File: config.mk
export PLATFORM = sky130hd
export DESIGN_NAME = avalon_mm_arbiter_flat
export DESIGN_NICKNAME = d
export VERILOG_FILES = /design/src/rtl/avalon_mm_arbiter_pkg.sv /design/src/rtl/avalon_mm_arbiter_if.sv /design/src/rtl/avalon_mm_arbiter_rr_arb2.sv /design/src/rtl/avalon_mm_arbiter.sv /design/src/flat_wrapper.sv
export SDC_FILE = /design/constraint.sdc
export NUM_CORES = 1
export LEC_CHECK = 0
export ABC_AREA = 1
export BUFFER_PORTS_ARGS = -buffer_cell sky130_fd_sc_hd__buf_2
export CORE_MARGIN = 2
export CORE_UTILIZATION = 40
export CTS_CLUSTER_DIAMETER = 120
export CTS_CLUSTER_SIZE = 8
export DETAILED_ROUTE_END_ITERATION = 7
export PLACE_DENSITY_LB_ADDON = 0.3
export SLEW_MARGIN = 5
export SYNTH_ARGS = -nofsm -noshare
export SYNTH_HDL_FRONTEND = slang
export SYNTH_SLANG_ARGS = --single-unit
File: constraint.sdc
create_clock -name clk_clk -period 2.2 [get_ports clk_clk]
set_input_delay 0.33 -clock clk_clk [delete_from_list [all_inputs] [get_ports clk_clk]]
set_output_delay 0.33 -clock clk_clk [all_outputs]
set_load 0.02 [all_outputs]
File: src/rtl/avalon_mm_arbiter_pkg.sv
// avalon_arb_pkg: shared types and widths for the Avalon-MM two-port arbiter
package avalon_arb_pkg;
    localparam int ADDR_W = 28;
    localparam int DATA_W = 32;
    localparam logic BURST_ONE = 1'b1;
    typedef enum logic [1:0] {IDLE, CMD, RESP} state_t;
    typedef enum logic {PORT_I, PORT_D} port_t;
endpackage

File: src/rtl/avalon_mm_arbiter_if.sv
// avalon_mm_arbiter_if: Avalon-MM bus between the arbiter (master) and the bridge (slave)
interface avalon_mm_arbiter_if;
    import avalon_arb_pkg::*;
    logic [ADDR_W-1:0] address;
    logic read;
    logic write;
    logic [DATA_W-1:0] writedata;
    logic [3:0] byteenable;
    logic burstcount;
    logic debugaccess;
    logic waitrequest;
    logic [DATA_W-1:0] readdata;
    logic readdatavalid;
    modport master (
        output address, read, write, writedata, byteenable, burstcount, debugaccess,
        input waitrequest, readdata, readdatavalid
    );
    modport slave (
        input address, read, write, writedata, byteenable, burstcount, debugaccess,
        output waitrequest, readdata, readdatavalid
    );
endinterface

File: src/rtl/avalon_mm_arbiter_rr_arb2.sv
// rr_arb2: two-way round-robin pick; a tie goes to the port not granted last
module rr_arb2
    import avalon_arb_pkg::*;
(
    input  logic  clk,
    input  logic  rst,
    input  logic  i_req,
    input  logic  d_req,
    input  logic  accept,
    output port_t gnt
);
    port_t last;
    always_comb gnt = (i_req && d_req) ? (last == PORT_D ? PORT_I : PORT_D) : (i_req ? PORT_I : PORT_D);
    always_ff @(posedge clk) begin
        if (rst) last <= PORT_D;
        else if (accept) last <= gnt;
    end
endmodule

File: src/rtl/avalon_mm_arbiter.sv
// avalon_mm_arbiter: shares one Avalon-MM bridge between instruction fetch and load/store, one transaction at a time
module avalon_mm_arbiter
    import avalon_arb_pkg::*;
#(
    parameter int TIMEOUT = 1024,
    parameter logic [DATA_W-1:0] ERR_WORD = 32'hDEAD_BEEF
) (
    input  logic              clk_clk,
    input  logic              reset_reset,
    input  logic              i_req,
    input  logic [ADDR_W-1:0] i_addr,
    output logic              i_ack,
    output logic [DATA_W-1:0] i_rdata,
    output logic              i_err,
    input  logic              d_req,
    input  logic              d_we,
    input  logic [ADDR_W-1:0] d_addr,
    input  logic [DATA_W-1:0] d_wdata,
    input  logic [3:0]        d_be,
    output logic              d_ack,
    output logic [DATA_W-1:0] d_rdata,
    output logic              d_err,
    avalon_mm_arbiter_if.master m
);
    localparam int CW = $clog2(TIMEOUT);
    state_t state;
    port_t gnt, port;
    logic take;
    logic [CW-1:0] cnt;
    logic [DATA_W-1:0] rsp;
    assign take = state == IDLE && (i_req || d_req);
    assign rsp = m.readdatavalid ? m.readdata : ERR_WORD;
    assign m.burstcount = BURST_ONE;
    assign m.debugaccess = 1'b0;
    rr_arb2 u_arb (
        .clk(clk_clk),
        .rst(reset_reset),
        .i_req(i_req),
        .d_req(d_req),
        .accept(take),
        .gnt(gnt)
    );
    always_ff @(posedge clk_clk) begin
        if (reset_reset) begin
            state <= IDLE;
            port <= PORT_I;
            cnt <= '0;
            m.read <= 1'b0;
            m.write <= 1'b0;
            m.address <= '0;
            m.writedata <= '0;
            m.byteenable <= '0;
            i_ack <= 1'b0;
            d_ack <= 1'b0;
            i_err <= 1'b0;
            d_err <= 1'b0;
            i_rdata <= '0;
            d_rdata <= '0;
        end else begin
            i_ack <= 1'b0;
            d_ack <= 1'b0;
            i_err <= 1'b0;
            d_err <= 1'b0;
            case (state)
                IDLE: if (take) begin
                    port <= gnt;
                    m.address <= gnt == PORT_I ? i_addr : d_addr;
                    m.writedata <= d_wdata;
                    m.byteenable <= gnt == PORT_I ? 4'hF : d_be;
                    m.read <= gnt == PORT_I || !d_we;
                    m.write <= gnt == PORT_D && d_we;
                    state <= CMD;
                end
                CMD: if (!m.waitrequest) begin
                    m.read <= 1'b0;
                    m.write <= 1'b0;
                    if (m.write) begin
                        d_ack <= 1'b1;
                        state <= IDLE;
                    end else begin
                        cnt <= '0;
                        state <= RESP;
                    end
                end
                RESP: if (m.readdatavalid || cnt == CW'(TIMEOUT - 1)) begin
                    if (port == PORT_I) begin
                        i_ack <= 1'b1;
                        i_err <= !m.readdatavalid;
                        i_rdata <= rsp;
                    end else begin
                        d_ack <= 1'b1;
                        d_err <= !m.readdatavalid;
                        d_rdata <= rsp;
                    end
                    state <= IDLE;
                end else cnt <= cnt + 1'b1;
                default: state <= IDLE;
            endcase
        end
    end
endmodule
File: src/flat_wrapper.sv
// flat-port wrapper written by rule: the top's interface ports become plain ports
module avalon_mm_arbiter_flat import avalon_arb_pkg::*;
#(
    parameter int TIMEOUT = 1024,
    parameter logic [DATA_W-1:0] ERR_WORD = 32'hDEAD_BEEF
)
  (clk_clk, reset_reset, i_req, i_addr, i_ack, i_rdata, i_err, d_req, d_we, d_addr, d_wdata, d_be, d_ack, d_rdata, d_err, m_address, m_read, m_write, m_writedata, m_byteenable, m_burstcount, m_debugaccess, m_waitrequest, m_readdata, m_readdatavalid);
  avalon_mm_arbiter_if m_i ();
  input  logic clk_clk;
  input  logic reset_reset;
  input  logic i_req;
  input  logic [ADDR_W-1:0] i_addr;
  output logic i_ack;
  output logic [DATA_W-1:0] i_rdata;
  output logic i_err;
  input  logic d_req;
  input  logic d_we;
  input  logic [ADDR_W-1:0] d_addr;
  input  logic [DATA_W-1:0] d_wdata;
  input  logic [3:0] d_be;
  output logic d_ack;
  output logic [DATA_W-1:0] d_rdata;
  output logic d_err;
  output wire logic [$bits(m_i.address)-1:0] m_address;
  output wire logic [$bits(m_i.read)-1:0] m_read;
  output wire logic [$bits(m_i.write)-1:0] m_write;
  output wire logic [$bits(m_i.writedata)-1:0] m_writedata;
  output wire logic [$bits(m_i.byteenable)-1:0] m_byteenable;
  output wire logic [$bits(m_i.burstcount)-1:0] m_burstcount;
  output wire logic [$bits(m_i.debugaccess)-1:0] m_debugaccess;
  input wire logic [$bits(m_i.waitrequest)-1:0] m_waitrequest;
  input wire logic [$bits(m_i.readdata)-1:0] m_readdata;
  input wire logic [$bits(m_i.readdatavalid)-1:0] m_readdatavalid;
  assign m_address = m_i.address;
  assign m_read = m_i.read;
  assign m_write = m_i.write;
  assign m_writedata = m_i.writedata;
  assign m_byteenable = m_i.byteenable;
  assign m_burstcount = m_i.burstcount;
  assign m_debugaccess = m_i.debugaccess;
  assign m_i.waitrequest = m_waitrequest;
  assign m_i.readdata = m_readdata;
  assign m_i.readdatavalid = m_readdatavalid;
  avalon_mm_arbiter #(.TIMEOUT(TIMEOUT), .ERR_WORD(ERR_WORD)) u_core (.clk_clk(clk_clk), .reset_reset(reset_reset), .i_req(i_req), .i_addr(i_addr), .i_ack(i_ack), .i_rdata(i_rdata), .i_err(i_err), .d_req(d_req), .d_we(d_we), .d_addr(d_addr), .d_wdata(d_wdata), .d_be(d_be), .d_ack(d_ack), .d_rdata(d_rdata), .d_err(d_err), .m(m_i));
endmodule
==> flow_metrics.py <==
metrics = {
    "status": {
        "status": "finished clean",
    },
    "synth": {
        "synth_seq_cells": 148,
        "synth_nets": 972,
        "synth_cells": 837,
        "syn_avg_cell_area_sq_um": 7.33,
        "ys_warn_count": 0,
        "netlist_area_sq_um": 6140,
        "ys_seq_area_frac": 0.483,
        "synth_cell_types": 28,
    },
    "global_routing": {
        "grt_max_degree": 67,
        "grt_overflow": 0,
        "grt_first_pass_wirelength_mm": 28.1,
        "grt_pass1_vias": 5740,
        "gr-usage-all-layers": 0.214,
        "antenna_found_initial": 1,
    },
    "clock_tree": {
        "h-tree-depth": 4,
        "cts-root-buf": "clkbuf_16",
        "cts.hold.buffers_added": 0,
        "cts_setup_buffers": 0,
        "clk_pin_slew_ns": 0.06,
        "ctsResizeCount": 0,
        "numCtsBuffers": 17,
        "clkLatencyLatePin_ns": 0.42,
        "cts_tree": "yes",
        "cts_num_sinks": 148,
        "clockBufferDepth": 2,
    },
    "final_layout": {
        "final_common_cell": "buf_2",
        "fin_util": 0.544,
        "layout.nets": 1210,
        "drive_gt1_frac": 0.322,
        "layout_common_cells": "264 x buf_2, 157 x nor2_1, 148 x nand2_1, 148 x dfxtp_1, 68 x o21ai_0",
        "synthToLayoutAreaGrowth_pct": 33.7,
        "stdcell_count": 1278,
    },
    "routing": {
        "final_antenna_net_count": 0,
        "wl_met1_mm": 7.63,
        "vias_per_cell": 4.89,
        "drcViolationCount": 0,
        "wirelength_mm": 17.7,
        "wl_per_cell_um": 13.9,
        "wl_met3_um": 937,
        "drtIter0Drc": 369,
        "top_layer_used": "met4",
        "vias": 6244,
        "drtPass1Iterations": 5,
        "wl_met2_mm": 8.63,
    },
    "die": {
        "ios": 267,
        "die_area_sq_um": 16300,
        "fp.coreArea_sq_um": 15100,
        "die_width_um": 128,
        "start_util": 0.407,
        "die_height_um": 128,
        "num_rows": 45,
    },
    "worst_setup_path": {
        "r2r_cells": 9,
        "r2r_start": "u_core.cnt[0]$_SDFFE_PP0P_",
        "end_kind": "flip-flop",
        "r2r_slack_ns": 0.25,
        "critical_path_arrival_ns": 2.26,
        "cp.required_ns": 2.51,
        "r2r_end": "u_core.i_rdata[20]$_SDFFE_PP0P_",
        "crit_path_start_kind": "flip-flop",
        "cp_max_fo": 39,
        "critPathKind": "reg2reg",
    },
    "min_path": {
        "hp-class": "in2reg",
        "hp-start": "d_be[2]",
        "hold_end": "u_core.m.byteenable[2]$_SDFFE_PP0P_",
        "hold_depth": 3,
    },
    "timing": {
        "holdWs_ns": 0.121,
        "min_period_ns": 1.95,
        "setup_slack_ns": 0.251,
        "clock_skew_ns": 0.0131,
        "setup_violations": 0,
        "fmax_mhz": 513,
        "finalMaxSlewViolations": 0,
        "rsz0062_at_grt": "no",
        "fin_crit_sh": 0.886,
        "finalHoldViolations": 0,
        "max-slew-margin-rel": 0.651,
        "tns_ns": 0,
        "tightestPinTransition_ns": 0.522,
    },
    "pwr": {
        "power.leakage_nw": 4.03,
        "power.density_nw_per_um2": 1070,
        "ir_drop_mv": 0.831,
    },
    "placement": {
        "place_ws_ns": 0.224,
        "routabilityCongestion": 0.802,
        "dp_hpwl_mm": 12.1,
        "placed_cells": 1244,
        "placement.io_buffers": 264,
    },
    "job": {
        "cap_viol_max_count": 0,
    },
}
-- where the power goes --
group          leakage [nW]  internal (mW)  total, mW  switching, mW
Combinational          2.52          0.828       2.44           1.61
Sequential             1.21           3.09       3.29          0.205
Clock                 0.300           1.93       3.06           1.13
-- sequential cells by signal (all words and copies together), names as in the netlist --
register and flops:
u_core.m.read 1, u_core.m.address 28, u_core.m.byteenable 4, u_core.state 2
u_core.i_rdata 32, u_core.d_err 1, u_core.i_err 1, u_core.cnt 10
u_core.m.writedata 32, u_core.i_ack 1, u_core.port 1, u_core.d_ack 1
u_core.m.write 1, u_core.u_arb.last 1, u_core.d_rdata 32
-- cell families (layout without fill, tap and decap cells) --
group / Yosys count / count (layout) / synth area share
buffers and inverters: 118 / 369 / 0.0799
AO/OA/AOI/OAI: 144 / 144 / 0.129
other: 2 / 4 / 0.00122
adder cells (fa/ha/maj): 4 / 4 / 0.00816
flip-flops: 148 / 148 / 0.483
AND/OR/NAND/NOR: 421 / 421 / 0.298
-- final cells by class --
type | instances | area [sq um]
Antenna cell | 2 | 5.00
Clock buffer | 20 | 447
Clock inverter | 12 | 180
Fill cell | 1506 | 6880
Inverter | 55 | 208
Multi-Input combinational cell | 571 | 2690
Sequential cell | 148 | 2960
Tap cell | 188 | 235
Timing Repair Buffer | 282 | 1480
-- worst max-delay path by stage --
stage / start / to / slack, ns / cells past startpoint
3_5_place_dp: u_core.cnt[0]$_SDFFE_PP0P_ / u_core.i_rdata[20]$_SDFFE_PP0P_ / 0.22 / 9
2_1_floorplan: u_core.state[0]$_SDFFE_PP0P_ / u_core.m.address[0]$_SDFFE_PP0P_ / 0.66 / 8
4_1_cts: u_core.cnt[0]$_SDFFE_PP0P_ / u_core.i_rdata[20]$_SDFFE_PP0P_ / 0.21 / 9
5_1_grt: u_core.cnt[0]$_SDFFE_PP0P_ / u_core.i_rdata[20]$_SDFFE_PP0P_ / 0.06 / 9
6_report: u_core.cnt[0]$_SDFFE_PP0P_ / u_core.i_rdata[20]$_SDFFE_PP0P_ / 0.25 / 9
3_3_place_gp: u_core.cnt[0]$_SDFFE_PP0P_ / u_core.i_rdata[20]$_SDFFE_PP0P_ / 0.27 / 9
-- synthesized netlist by cell type, drive strengths merged --
cell type,number,area (sq um)
a21oi,44,220
a31oi,1,6.26
buf,27,148
clkbuf,36,135
clkinv,1,5.00
conb,2,7.51
dfxtp,148,2960
ha,4,50.1
inv,54,203
nand2,152,591
nand3,48,250
nand4,34,213
nor2,159,607
nor3,3,15.0
o211ai,28,210
o21ai,70,350
o21bai,1,7.51
or2,25,156
-- per-stage QoR --
step / instance area (sq um) / power, mW
3_5_place_dp: 7570 / 5.79
3_3_place_gp: 7570 / 5.77
5_1_grt: 8200 / 9.29
6_report: 8210 / 8.79
4_1_cts: 8200 / 8.87
2_1_floorplan: 6140 / 4.98
-- layer usage --
layer	global-route usage	vias up
met4	0.0983	0
met5	0	-
met1	0.256	2821
met2	0.359	182
met3	0.0563	33
li1	-	3208
-- worst max-delay path, stage by stage, from the launching register on --
cell and delay, ns:
dfxtp_1 0.33, ha_1 0.22, nand2_2 0.11, nor2_4 0.05, nand3_2 0.08, nand2_4 0.14, nand2_4 0.10, clkinv_2 0.41
o21ai_0 0.34, nor2_1 0.06
Power figures use the tool's default switching activity.
